<file path="config.mk">
export PLATFORM = sky130hd
export DESIGN_NAME = periph_bus_arbiter
export DESIGN_NICKNAME = d
export VERILOG_FILES = /design/src/rtl/periph_bus_arbiter.sv
export SDC_FILE = /design/constraint.sdc
export NUM_CORES = 1
export LEC_CHECK = 0
export BUFFER_PORTS_ARGS = -buffer_cell sky130_fd_sc_hd__buf_2
export CAP_MARGIN = 10
export CORE_ASPECT_RATIO = 0.5
export CORE_UTILIZATION = 40
export CTS_CLUSTER_SIZE = 24
export DETAILED_ROUTE_END_ITERATION = 12
export GPL_TIMING_DRIVEN = 0
export PLACE_DENSITY_LB_ADDON = 0.15
export SYNTH_ARGS = -nofsm -noshare
export SYNTH_HDL_FRONTEND = slang
export SYNTH_SLANG_ARGS = --single-unit
</file>
<file path="constraint.sdc">
create_clock -name clk -period 2 [get_ports clk]
set_input_delay 0.4 -clock clk [delete_from_list [all_inputs] [get_ports clk]]
set_output_delay 0.4 -clock clk [all_outputs]
set_load 0.01 [all_outputs]
</file>
<file path="src/rtl/periph_bus_arbiter.sv">
// periph_bus_arbiter: shares the byte-wide peripheral data bus between two
// masters (m0 = CPU load/store, m1 = debug/loader). A winning request is
// latched in IDLE, drives the bus for ACCESS_CYCLES cycles, and then returns
// read data with a one-cycle done pulse. An illegal mode or an out-of-window
// address keeps select low and reports m_err together with done.
//
// Configuration macro: ARB_ROUND_ROBIN_EN
//   defined   -> a tie goes to the master that did not win last
//   undefined -> fixed priority, m0 wins every tie
module periph_bus_arbiter #(
  parameter logic [31:0] ADDR_BASE     = 32'h0000_40F0,
  parameter logic [31:0] ADDR_SPAN     = 32'h0000_0010,
  parameter int unsigned ACCESS_CYCLES = 1
) (
  input  logic        clk,
  input  logic        reset,
  input  logic        m0_req,
  input  logic [31:0] m0_addr,
  input  logic [1:0]  m0_mode,
  input  logic [7:0]  m0_wdata,
  output logic        m0_gnt,
  output logic        m0_done,
  input  logic        m1_req,
  input  logic [31:0] m1_addr,
  input  logic [1:0]  m1_mode,
  input  logic [7:0]  m1_wdata,
  output logic        m1_gnt,
  output logic        m1_done,
  output logic [7:0]  m_rdata,
  output logic        m_err,
  output logic [31:0] data_bus_addr,
  output logic [1:0]  data_bus_mode,
  output logic [7:0]  data_bus_write,
  output logic        data_bus_select,
  input  logic [7:0]  data_bus_read
);

  typedef enum logic [1:0] {
    S_IDLE   = 2'd0,
    S_ACCESS = 2'd1,
    S_DONE   = 2'd2
  } state_e;

  localparam logic [1:0] MODE_READ  = 2'b01;
  localparam logic [1:0] MODE_WRITE = 2'b10;

  // The window is compared in 33 bits so that a window whose end passes
  // 2^32 is detected; such a window never matches.
  localparam logic [32:0] WIN_LO = {1'b0, ADDR_BASE};
  localparam logic [32:0] WIN_HI = {1'b0, ADDR_BASE} + {1'b0, ADDR_SPAN};
  localparam logic        WIN_OK = (WIN_HI <= 33'h1_0000_0000);
  localparam logic [3:0]  CNT_INIT = 4'(ACCESS_CYCLES - 1);

  state_e      state_q, state_d;
  logic [3:0]  cnt_q, cnt_d;
  logic        last_q, last_d;
  logic        id_q, id_d;
  logic        err_q, err_d;
  logic        rd_q, rd_d;
  logic        gnt0_q, gnt0_d;
  logic        gnt1_q, gnt1_d;
  logic        done0_q, done0_d;
  logic        done1_q, done1_d;
  logic [7:0]  rdata_q, rdata_d;
  logic        merr_q, merr_d;
  logic [31:0] bus_addr_q, bus_addr_d;
  logic [1:0]  bus_mode_q, bus_mode_d;
  logic [7:0]  bus_wdata_q, bus_wdata_d;
  logic        bus_sel_q, bus_sel_d;

  logic        pick_m1;
  logic [31:0] req_addr;
  logic [1:0]  req_mode;
  logic [7:0]  req_wdata;
  logic        mode_legal;
  logic        in_window;
  logic        hit;

  // Arbitration: choose which requester wins when the FSM is idle.
  // NOTE: every signal driven here gets a default first, so no latch is inferred.
  always_comb begin
    pick_m1 = 1'b0;
    if (m1_req && !m0_req) begin
      pick_m1 = 1'b1;
    end else if (m0_req && m1_req) begin
`ifdef ARB_ROUND_ROBIN_EN
      pick_m1 = ~last_q;
`else
      pick_m1 = 1'b0;
`endif
    end
  end

  // Request mux and legality decode of the winning master's request.
  always_comb begin
    req_addr   = pick_m1 ? m1_addr  : m0_addr;
    req_mode   = pick_m1 ? m1_mode  : m0_mode;
    req_wdata  = pick_m1 ? m1_wdata : m0_wdata;
    mode_legal = (req_mode == MODE_READ) || (req_mode == MODE_WRITE);
    in_window  = WIN_OK && ({1'b0, req_addr} >= WIN_LO) && ({1'b0, req_addr} < WIN_HI);
    hit        = mode_legal && in_window;
  end

  // Next-state and next-output logic of the IDLE -> ACCESS -> DONE sequence.
  always_comb begin
    state_d     = state_q;
    cnt_d       = cnt_q;
    last_d      = last_q;
    id_d        = id_q;
    err_d       = err_q;
    rd_d        = rd_q;
    gnt0_d      = gnt0_q;
    gnt1_d      = gnt1_q;
    done0_d     = 1'b0;
    done1_d     = 1'b0;
    rdata_d     = rdata_q;
    merr_d      = 1'b0;
    bus_addr_d  = bus_addr_q;
    bus_mode_d  = bus_mode_q;
    bus_wdata_d = bus_wdata_q;
    bus_sel_d   = bus_sel_q;

    case (state_q)
      S_IDLE: begin
        if (m0_req || m1_req) begin
          state_d     = S_ACCESS;
          cnt_d       = CNT_INIT;
          id_d        = pick_m1;
          err_d       = ~hit;
          rd_d        = hit && (req_mode == MODE_READ);
          gnt0_d      = ~pick_m1;
          gnt1_d      = pick_m1;
          bus_addr_d  = req_addr;
          bus_wdata_d = req_wdata;
          bus_mode_d  = hit ? req_mode : 2'b00;
          bus_sel_d   = hit;
        end
      end
      S_ACCESS: begin
        if (cnt_q == 4'd0) begin
          state_d     = S_DONE;
          rdata_d     = rd_q ? data_bus_read : 8'h00;
          done0_d     = ~id_q;
          done1_d     = id_q;
          merr_d      = err_q;
          gnt0_d      = 1'b0;
          gnt1_d      = 1'b0;
          bus_addr_d  = 32'h0;
          bus_wdata_d = 8'h00;
          bus_mode_d  = 2'b00;
          bus_sel_d   = 1'b0;
        end else begin
          cnt_d = cnt_q - 4'd1;
        end
      end
      S_DONE: begin
        state_d = S_IDLE;
        last_d  = id_q;
      end
      default: begin
        state_d = S_IDLE;
      end
    endcase
  end

  // State and registered outputs; reset aborts any transaction in flight.
  // NOTE: sequential state uses non-blocking assignments so all registers update together.
  always_ff @(posedge clk or posedge reset) begin
    if (reset) begin
      state_q     <= S_IDLE;
      cnt_q       <= 4'd0;
      last_q      <= 1'b1;
      id_q        <= 1'b0;
      err_q       <= 1'b0;
      rd_q        <= 1'b0;
      gnt0_q      <= 1'b0;
      gnt1_q      <= 1'b0;
      done0_q     <= 1'b0;
      done1_q     <= 1'b0;
      rdata_q     <= 8'h00;
      merr_q      <= 1'b0;
      bus_addr_q  <= 32'h0;
      bus_mode_q  <= 2'b00;
      bus_wdata_q <= 8'h00;
      bus_sel_q   <= 1'b0;
    end else begin
      state_q     <= state_d;
      cnt_q       <= cnt_d;
      last_q      <= last_d;
      id_q        <= id_d;
      err_q       <= err_d;
      rd_q        <= rd_d;
      gnt0_q      <= gnt0_d;
      gnt1_q      <= gnt1_d;
      done0_q     <= done0_d;
      done1_q     <= done1_d;
      rdata_q     <= rdata_d;
      merr_q      <= merr_d;
      bus_addr_q  <= bus_addr_d;
      bus_mode_q  <= bus_mode_d;
      bus_wdata_q <= bus_wdata_d;
      bus_sel_q   <= bus_sel_d;
    end
  end

  assign m0_gnt          = gnt0_q;
  assign m1_gnt          = gnt1_q;
  assign m0_done         = done0_q;
  assign m1_done         = done1_q;
  assign m_rdata         = rdata_q;
  assign m_err           = merr_q;
  assign data_bus_addr   = bus_addr_q;
  assign data_bus_mode   = bus_mode_q;
  assign data_bus_write  = bus_wdata_q;
  assign data_bus_select = bus_sel_q;

endmodule
</file>
==> reports/results.txt, run 1 <==
Final cell count without fillers -> 581
Port bufs -> 151
Critical Path Stages -> 8
Worst slew pin tran -> 779 ps
Setup slack after placement -> -344 ps
Clock skew -> 5.82 ps
Yosys reg bits -> 65
Register-to-Register Path Depth -> 8
Worst path arrival time -> 2110 ps
CTS Buffer Depth -> 2
Vias per inst -> 5.12
Worst-path clk slew -> 60 ps
Slew headroom -> 0.479
Capturing point of the worst reg2reg path -> data_bus_addr[18]$_DFFE_PP0P_
Fillers -> 681
HP Class -> input pin to asynchronous set/reset pin
Critical path class -> input pin to flip-flop
CTS tree -> built
Initial Util -> 0.423
Fin. Hold Viols -> 0
EDFF count, synth -> 0
Slowest CP cell -> mux2_4
Status -> complete, no violations
Die area -> 0.00833 mm^2
Drt wl/cell -> 15.6 um
Mapped Cells -> 305
CTS sink cnt -> 65
Buf/Inv on CP -> 2
Crit path max fanout -> 10
Layout cell share with drive strength beyond 1 -> 0.419
Cell Rows -> 22
Inst Count DP -> 565
Setup WS post-layout -> 104 ps
Gpl congestion -> 0.829
CP Capture Type -> flip-flop
PostCTS Resize Cnt -> 0
N_diodes -> 0
Worst r2r src -> cnt_q[0]$_DFFE_PP0P_
Synth top cells by count -> 65 x dfrtp_1, 43 x nand3_1, 40 x mux2i_1, 36 x nand2_1, 29 x o21ai_0
Die Ht -> 65.0 um
Final instance area -> 0.00453 mm^2
Tmin final -> 1900 ps
Grt total ovfl -> 0
Post-synthesis sequential area ratio -> 0.512
Final setup vio count -> 0
Fmax -> 528 MHz
Max incr delay on CP -> 320 ps
Synth Flop Type -> dfrtp_1
Final wirelength -> 9090 um
Syn. warnings -> 0
Net Count, Synth -> 404
Area of the mapped netlist -> 0.00318 mm^2
Pwr Density -> 1370 mW/mm^2
Maximum vdd drop -> 729 uV
Die Wd -> 128 um
Vias in the first global route -> 2903
Cell breakdown of the critical path -> clkbuf_4 > nand2b_4 > buf_12 > mux2_4 > ha_4 > nor4_4 > nand2_1 > o32a_1
Area post-placement -> 0.00411 mm^2
Hold buffer count at CTS -> 0
Async SR Flop Fraction -> 1.00
RSZ-0062 raised after global routing -> false
First-pass GRT wire length -> 14700 um
Synth top area share -> 0.512
Pin count of the biggest net entering global routing -> 34
HPWL after DPL -> 6890 um
Post-CTS setup buffers -> 0
Nets -> 567
Worst path top cell family by delay -> simple AND/OR/NAND/NOR gates
Synth area leaders -> dfrtp_1 51%, mux2i_1 13%, nand3_1 6.8%
Most area-hungry cell type in the Yosys netlist -> dfrtp_1
GR Util All Layers -> 0.238
Area of the core -> 0.00751 mm^2
Leakage power -> 2.38 nW
Drt pass-1 iters -> 6
Max Cap Viol -> 0
DR vias -> 2975
Worst setup SP type -> input pin
Min Hold Slack -> 207 ps
Number of buffers created by CTS -> 9
Initial drt markers -> 148
Final worst-path cycle share -> 0.948
Most common cell in the netlist -> dfrtp_1
# H-tree levels -> 3
Drt drc -> 0
Core Util, Final -> 0.602
Setup slack, reg-to-reg -> 160 ps
Initial antenna violation count -> 0
Avg Cell Area, Syn -> 10.4 um^2
CP Data Required Time -> 2210 ps
Yosys cell types -> 40
IO Pins -> 152
DRT antenna net count -> 0
Slew Viols, Final -> 0
Root Driver -> clkbuf_16
Worst skew pair latency -> 330 ps
Layout area overhead -> 42.3%
## worst max-delay path by stage
stage                     slack (ps)  startpoint                end
final                            100      m0_req  err_q$_DFFE_PP0P_
after global routing               7      m0_req  err_q$_DFFE_PP0P_
after CTS                          7      m0_req  err_q$_DFFE_PP0P_
after detailed placement        -340      m0_req  err_q$_DFFE_PP0P_
after global placement          -320      m0_req  err_q$_DFFE_PP0P_
after floorplan                    6      m0_req  err_q$_DFFE_PP0P_
## power breakdown
group / leakage (nW) / internal, mW / switching (mW)
logic: 1.35 / 0.855 / 1.33
clock network: 0.183 / 1.38 / 0.592
registers: 0.850 / 1.76 / 0.262
total: 2.38 / 4.00 / 2.18
## registers in the layout (all words and copies together), names as in the netlist, 2 cells and up
register and count:
data_bus_addr 32, data_bus_write 8, m_rdata 8, cnt_q 4
data_bus_mode 2, state_q 2
## layer usage
| layer | GRT usage | wire length (um) | share of wire | up-vias |
|---|---|---|---|---|
| met2 | 0.375 | 4080 | 0.45 | 103 |
| li1 | - | - | - | 1441 |
| met3 | 0.0801 | 572 | 0.063 | 10 |
| met4 | 0.0603 | 95 | 0.010 | 0 |
| met1 | 0.315 | 4340 | 0.48 | 1421 |
| met5 | 0 | 0 | 0 | - |
## placed cells by master (no fill, tap or decap), types with 2 or more instances in the layout
cell	count
clkbuf_1	5
o21ai_0	29
mux2_2	2
nand2_1	36
nor4b_1	4
clkbuf_16	9
o31ai_1	15
a22o_1	2
nor4_1	7
buf_4	6
buf_12	2
inv_1	2
ha_1	2
a21oi_1	2
buf_2	156
nand3_1	43
mux2i_1	39
nand4b_1	2
xor2_1	2
nor2b_1	2
nor3_1	2
dfrtp_1	65
and3_1	2
bufinv_16	4
nand4_1	2
nor2_1	5
clkbuf_2	2
## logic make-up after synthesis
family / count (synthesis) / share of synthesized area
compound gates: 53 / 0.105
xor+xnor: 2 / 0.00551
fa+ha+maj: 3 / 0.0118
buf+inv: 24 / 0.0401
flops: 65 / 0.512
mux: 43 / 0.137
simple gates: 115 / 0.189
## through the flow
stage          total power [mW]  setup TNS [ps]
2_1_floorplan              3.33               0
3_3_place_gp               4.17           -1130
3_5_place_dp               4.21           -1290
4_1_cts                    6.21               0
5_1_grt                    6.59               0
6_report                   6.18               0
## layout make-up
class,count,area (um^2),share of cell area
Sequential cell,65,1630,0.359
Timing Repair Buffer,152,778,0.172
Buffer,20,124,0.0274
Multi-Input combinational cell,216,1470,0.324
Clock buffer,10,239,0.0528
Tap cell,108,135,0.0299
Clock inverter,6,138,0.0304
Inverter,4,18.8,0.00415
## worst reg2reg max path: cells and delay by family, from the launching register on
kind	cells	cell delay (ps)
fa+ha+maj	1	170
simple gates	3	550
buf+inv	3	530
flops	1	380
compound gates	1	80
Note: power is estimated with default switching activity, not from simulation.
==> run 2, diff against run 1 <==
Settings changed: CTS_BUF_LIST from default to sky130_fd_sc_hd__clkbuf_16.
==> run 2 against run 1 <==
Compared with the run above:
- clock power shrank 2%
- sequential power hardly changed
- critical path depth stayed put
- non-clock buffer count unchanged
- register-to-register slack about the same
- global-route usage about the same
- worst hold slack got worse by 4.3 ps
- count of clock-buffer cells in the layout decreased by 1
- die area is the same
- clock skew about the same
==> reports/results.txt, run 2 (synthesized netlist as in run 1, its figures left out) <==
Drt pass-1 iters -> 4 (-2)
N_diodes -> 0 (unchanged)
Area post-placement -> 0.00411 mm^2 (unchanged)
Worst setup SP type -> input pin
Max Cap Viol -> 0 (unchanged)
Cell Rows -> 22 (unchanged)
Die Wd -> 128 um (unchanged)
Setup slack, reg-to-reg -> 170 ps (about the same)
Max incr delay on CP -> 320 ps (about the same)
Die Ht -> 65.0 um (unchanged)
Drt drc -> 0 (unchanged)
Area of the core -> 0.00751 mm^2 (unchanged)
Final wirelength -> 9060 um (-0.34%)
Drt wl/cell -> 15.6 um (-0.34%)
Layout area overhead -> 42.0%
Most frequent cells in the layout -> 156 x buf_2, 65 x dfrtp_1, 43 x nand3_1, 39 x mux2i_1, 36 x nand2_1
Worst skew pair latency -> 330 ps (about the same)
Tmin final -> 1900 ps (+0.330 ps)
Worst slew pin tran -> 768 ps (-11.1 ps)
Slew Viols, Final -> 0 (unchanged)
# H-tree levels -> 3 (unchanged)
Setup tns final -> 0 ps (unchanged)
HPWL after DPL -> 6890 um (unchanged)
Fmax -> 527 MHz (about the same)
CTS Buffer Depth -> 2 (unchanged)
CP Data Required Time -> 2210 ps (about the same)
Cell breakdown of the critical path -> clkbuf_4 > nand2b_4 > buf_12 > mux2_4 > ha_4 > nor4_4 > nand2_1 > o32a_1
Fin. Hold Viols -> 0 (unchanged)
Crit path max fanout -> 10 (unchanged)
First-pass GRT wire length -> 14700 um (+0.14%)
Die area -> 0.00833 mm^2 (unchanged)
Post-CTS setup buffers -> 0 (unchanged)
Maximum vdd drop -> 728 uV (-0.12%)
Grt total ovfl -> 0 (unchanged)
Initial Util -> 0.423 (unchanged)
CP Capture Type -> flip-flop
Clock skew -> 6.31 ps (+0.488 ps)
Leakage power -> 2.37 nW (-0.24%)
Layout cell share with drive strength beyond 1 -> 0.416 (-0.00211)
GR Util All Layers -> 0.238 (+0.000369)
Number of buffers created by CTS -> 9 (unchanged)
Final worst-path cycle share -> 0.948 (about the same)
CTS tree -> built
Final setup vio count -> 0 (unchanged)
Hold buffer count at CTS -> 0 (unchanged)
CTS sink cnt -> 65 (unchanged)
Final Power -> 6.15 mW (-0.60%)
Initial antenna violation count -> 0 (unchanged)
DRT antenna net count -> 0 (unchanged)
Pin count of the biggest net entering global routing -> 34 (unchanged)
Slowest CP cell -> mux2_4
Commonest non-fill, non-tap cell in the layout -> buf_2
Vias per inst -> 5.12 (about the same)
Worst-path clk slew -> 60 ps (about the same)
Status -> complete, no violations
Number of flip-flops in the largest register -> 32 (unchanged)
DR vias -> 2974 (-0.034%)
Slew headroom -> 0.487 (+0.00743)
Worst r2r src -> cnt_q[0]$_DFFE_PP0P_
Initial drt markers -> 131 (-11%)
Critical path class -> input pin to flip-flop
Gpl congestion -> 0.829 (unchanged)
Worst path arrival time -> 2110 ps (about the same)
Capturing point of the worst reg2reg path -> data_bus_addr[19]$_DFFE_PP0P_
Nets -> 567 (unchanged)
Pwr Density -> 1360 mW/mm^2 (-0.38%)
Port bufs -> 151 (unchanged)
Vias in the first global route -> 2904 (+0.034%)
HP Class -> input pin to asynchronous set/reset pin
Root Driver -> clkbuf_16
RSZ-0062 raised after global routing -> false
IO Pins -> 152 (unchanged)
Final instance area -> 0.00452 mm^2 (-0.22%)
Register-to-Register Path Depth -> 8 (unchanged)
run 2: cell count changes in the layout (fill, tap and decap cells not counted):
cell,before,now
clkinv_1,1,2
clkbuf_8,1,0
run 2: cell type report:
type	count	area (um^2)
well taps	108	135
fillers	684	3000
multi-input cells	216	1470
clock buffers	9	225
clock inverters	7	141
plain buffers	20	124
repair buffers	152	778
inverters	4	18.8
flip-flops and latches	65	1630
run 2: power breakdown:
group	internal (mW)	switching, mW	total [mW]
combinational	0.855	1.32	2.18
sequential	1.76	0.264	2.03
clock	1.35	0.596	1.94
run 2: worst max-delay path by stage:
stage,from,to,slack [ps],cells past startpoint
floorplan,m0_req,err_q$_DFFE_PP0P_,6,7
global placement,m0_req,err_q$_DFFE_PP0P_,-320,8
detailed placement,m0_req,err_q$_DFFE_PP0P_,-340,8
CTS,m0_req,err_q$_DFFE_PP0P_,10,8
global route,m0_req,err_q$_DFFE_PP0P_,6,8
finish,m0_req,err_q$_DFFE_PP0P_,100,8
run 2: stage by stage:
stage	util	setup slack, ps	std cells	hold WS [ps]
after global routing	0.601	6.24	581	265
after global placement	0.544	-316	564	442
final	0.601	104	581	203
after CTS	0.596	9.86	581	221
after floorplan	-	5.92	305	418
after detailed placement	0.547	-344	565	443
run 2: timing repair:
item,CTS,global route
gates resized for setup,0,10
hold endpoints to repair,0,0
setup endpoints to repair,0,24
run 2: routing by layer:
metal | part of all wire | up-vias | routed length [um] | track usage
met1 | 0.48 | 1426 | 4330 | 0.315
met2 | 0.45 | 98 | 4100 | 0.376
met4 | 0.0098 | 0 | 89 | 0.0603
met5 | 0 | - | 0 | 0
li1 | - | 1441 | - | -
met3 | 0.060 | 9 | 541 | 0.0801
run 2: worst max-delay path, delay by kind of cell:
| kind | cells | cell delay [ps] |
|---|---|---|
| AND/OR/NAND/NOR | 3 | 560 |
| buffers and inverters | 2 | 300 |
| multiplexers | 1 | 320 |
| AO/OA/AOI/OAI | 1 | 290 |
| adder cells (fa/ha/maj) | 1 | 250 |
==> run 3, diff against run 2 <==
Settings changed: CELL_PAD_IN_SITES_DETAIL_PLACEMENT from default to 0, CELL_PAD_IN_SITES_GLOBAL_PLACEMENT from default to 1, CORE_UTILIZATION 40 to 31.
==> run 3 against run 2 <==
Compared with the run above:
- via count shrank 0.74%
- sequential cell count unchanged
- maximum frequency decreased by 2.5%
- cell area shrank 0.33%
- first-iteration DRC count fell by 26%
- clock power is 24% lower
- sequential power about the same
- power decreased by 6.9%
- die area rose by 28%
- register-to-register slack got worse by 20 ps
- utilization shrank 14 points
- critical endpoint unchanged
==> reports/results.txt, run 3 (synthesized netlist as in run 1, its figures left out) <==
Sequential Area -> 0.00163 mm^2 (unchanged)
Initial drt markers -> 97 (-26%)
Area of the core -> 0.00970 mm^2 (+29%)
Vias per inst -> 4.82 (-5.8%)
IO Pins -> 152 (unchanged)
Root Driver -> clkbuf_16
Tmin final -> 1940 ps (+48.2 ps)
CTS sink cnt -> 65 (unchanged)
Die Ht -> 73.6 um (+13%)
HP Class -> input pin to asynchronous set/reset pin
Worst skew pair latency -> 330 ps (about the same)
Layout area overhead -> 41.6%
Number of flip-flops in the largest register -> 32 (unchanged)
CP Capture Type -> flip-flop
CP Data Required Time -> 2210 ps (about the same)
Final setup vio count -> 0 (unchanged)
GR Util All Layers -> 0.194 (-0.0440)
Most frequent cells in the layout -> 157 x buf_2, 65 x dfrtp_1, 43 x nand3_1, 40 x mux2i_1, 36 x nand2_1
Crit path max fanout -> 10 (unchanged)
Die area -> 0.0107 mm^2 (+28%)
HPWL after DPL -> 7620 um (+11%)
Leakage power -> 2.36 nW (-0.46%)
DRT antenna net count -> 0 (unchanged)
Drt drc -> 0 (unchanged)
Worst setup SP type -> input pin
Cell Rows -> 25 (+14%)
Commonest non-fill, non-tap cell in the layout -> buf_2
Min Hold Slack -> 102 ps (-101 ps)
First-pass GRT wire length -> 15600 um (+5.6%)
DR vias -> 2952 (-0.74%)
Drt pass-1 iters -> 4 (unchanged)
Critical path class -> input pin to flip-flop
Maximum vdd drop -> 524 uV (-28%)
Grt total ovfl -> 0 (unchanged)
Vias in the first global route -> 2944 (+1.4%)
Final Power -> 5.72 mW (-6.9%)
Fmax -> 514 MHz (-2.5%)
Final worst-path cycle share -> 0.972 (+0.0241)
Worst-path clk slew -> 50 ps (about the same)
Clock skew -> 5.60 ps (-0.703 ps)
Worst path arrival time -> 2150 ps (+40 ps)
N_diodes -> 0 (unchanged)
Initial Util -> 0.328 (-0.0952)
Slew Viols, Final -> 0 (unchanged)
Fillers -> 991 (+45%)
Drt wl/cell -> 16.0 um (+2.8%)
Fin. Hold Viols -> 0 (unchanged)
Number of buffers created by CTS -> 9 (unchanged)
Core Util, Final -> 0.464 (-0.137)
Slew headroom -> 0.647 (+0.160)
Port bufs -> 151 (unchanged)
Gpl congestion -> 0.766 (-7.6%)
CTS tree -> built
Nets -> 571 (+0.71%)
Final wirelength -> 9810 um (+8.3%)
Worst slew pin tran -> 530 ps (-238 ps)
Status -> complete, no violations
Pwr Density -> 1270 mW/mm^2 (-6.6%)
Multi-input logic area -> 0.00146 mm^2 (-0.68%)
Setup slack after placement -> -382 ps (-37.9 ps)
Layout cell share with drive strength beyond 1 -> 0.411 (-0.00559)
Initial antenna violation count -> 3 (+3)
Pin count of the biggest net entering global routing -> 24 (-29%)
Max Cap Viol -> 0 (unchanged)
# H-tree levels -> 3 (unchanged)
CTS Buffer Depth -> 2 (unchanged)
Setup WS post-layout -> 55.8 ps (-48.2 ps)
Die Wd -> 145 um (+13%)
## run 3: routing by layer
layer	global-route usage	wire length [um]	vias up
met3	0.0671	611	10
met4	0.0456	58	4
met2	0.301	4230	95
met1	0.263	4890	1392
met5	0	20	-
li1	-	-	1451
## run 3: what timing repair did
action                     4_1_cts  5_1_grt
setup endpoints to repair       12       25
pin swaps                        2        1
cloned                           0        0
gates resized for setup          4        6
buffers inserted                 2        1
hold buffers                     0        0
## run 3: path summary, 6_finish.rpt
| check | startpoint | endpoint | cells after the start | slack, ps |
|---|---|---|---|---|
| worst max-delay path | m0_req | err_q$_DFFE_PP0P_ | 8 | 60 |
| worst min-delay path | reset | data_bus_write[3]$_DFFE_PP0P_ | 2 | 100 |
| worst max register to register | cnt_q[0]$_DFFE_PP0P_ | data_bus_mode[0]$_DFFE_PP0P_ | 8 | 150 |
| worst min register to register | id_q$_DFFE_PP0P_ | m0_done$_DFF_PP0_ | 1 | 450 |
| max in group asynchronous | reset | data_bus_addr[30]$_DFFE_PP0P_ | 4 | 1240 |
| min in group clk | data_bus_read[4] | m_rdata[4]$_DFFE_PP0P_ | 3 | 300 |
## run 3: report_power, final
part           internal (mW)  switching (mW)
registers               1.76           0.268
logic                  0.876            1.34
clock network          0.937           0.536
## run 3: area by class of cell
cell class | instances | area share
Timing Repair Buffer | 156 | 0.184
Tap cell | 135 | 0.0375
Clock buffer | 9 | 0.0500
Inverter | 4 | 0.00417
Buffer | 20 | 0.0275
Sequential cell | 65 | 0.361
Clock inverter | 7 | 0.0117
Multi-Input combinational cell | 216 | 0.324
## run 3: critical path, stage by stage
cell      delay, ps
buf_4           120
nand2b_4        140
buf_12          150
mux2_2          370
ha_1            330
nor4_4          190
nand2_1         140
o32a_1          300
## run 3: per-stage QoR
step | TNS (ps) | cells | area, um^2
final | 0 | 612 | 4500
after global routing | -36.8 | 612 | 4500
after CTS | 0 | 611 | 4480
after detailed placement | -1670 | 593 | 4170
after global placement | -1430 | 591 | 4120
after floorplan | 0 | 305 | 3200
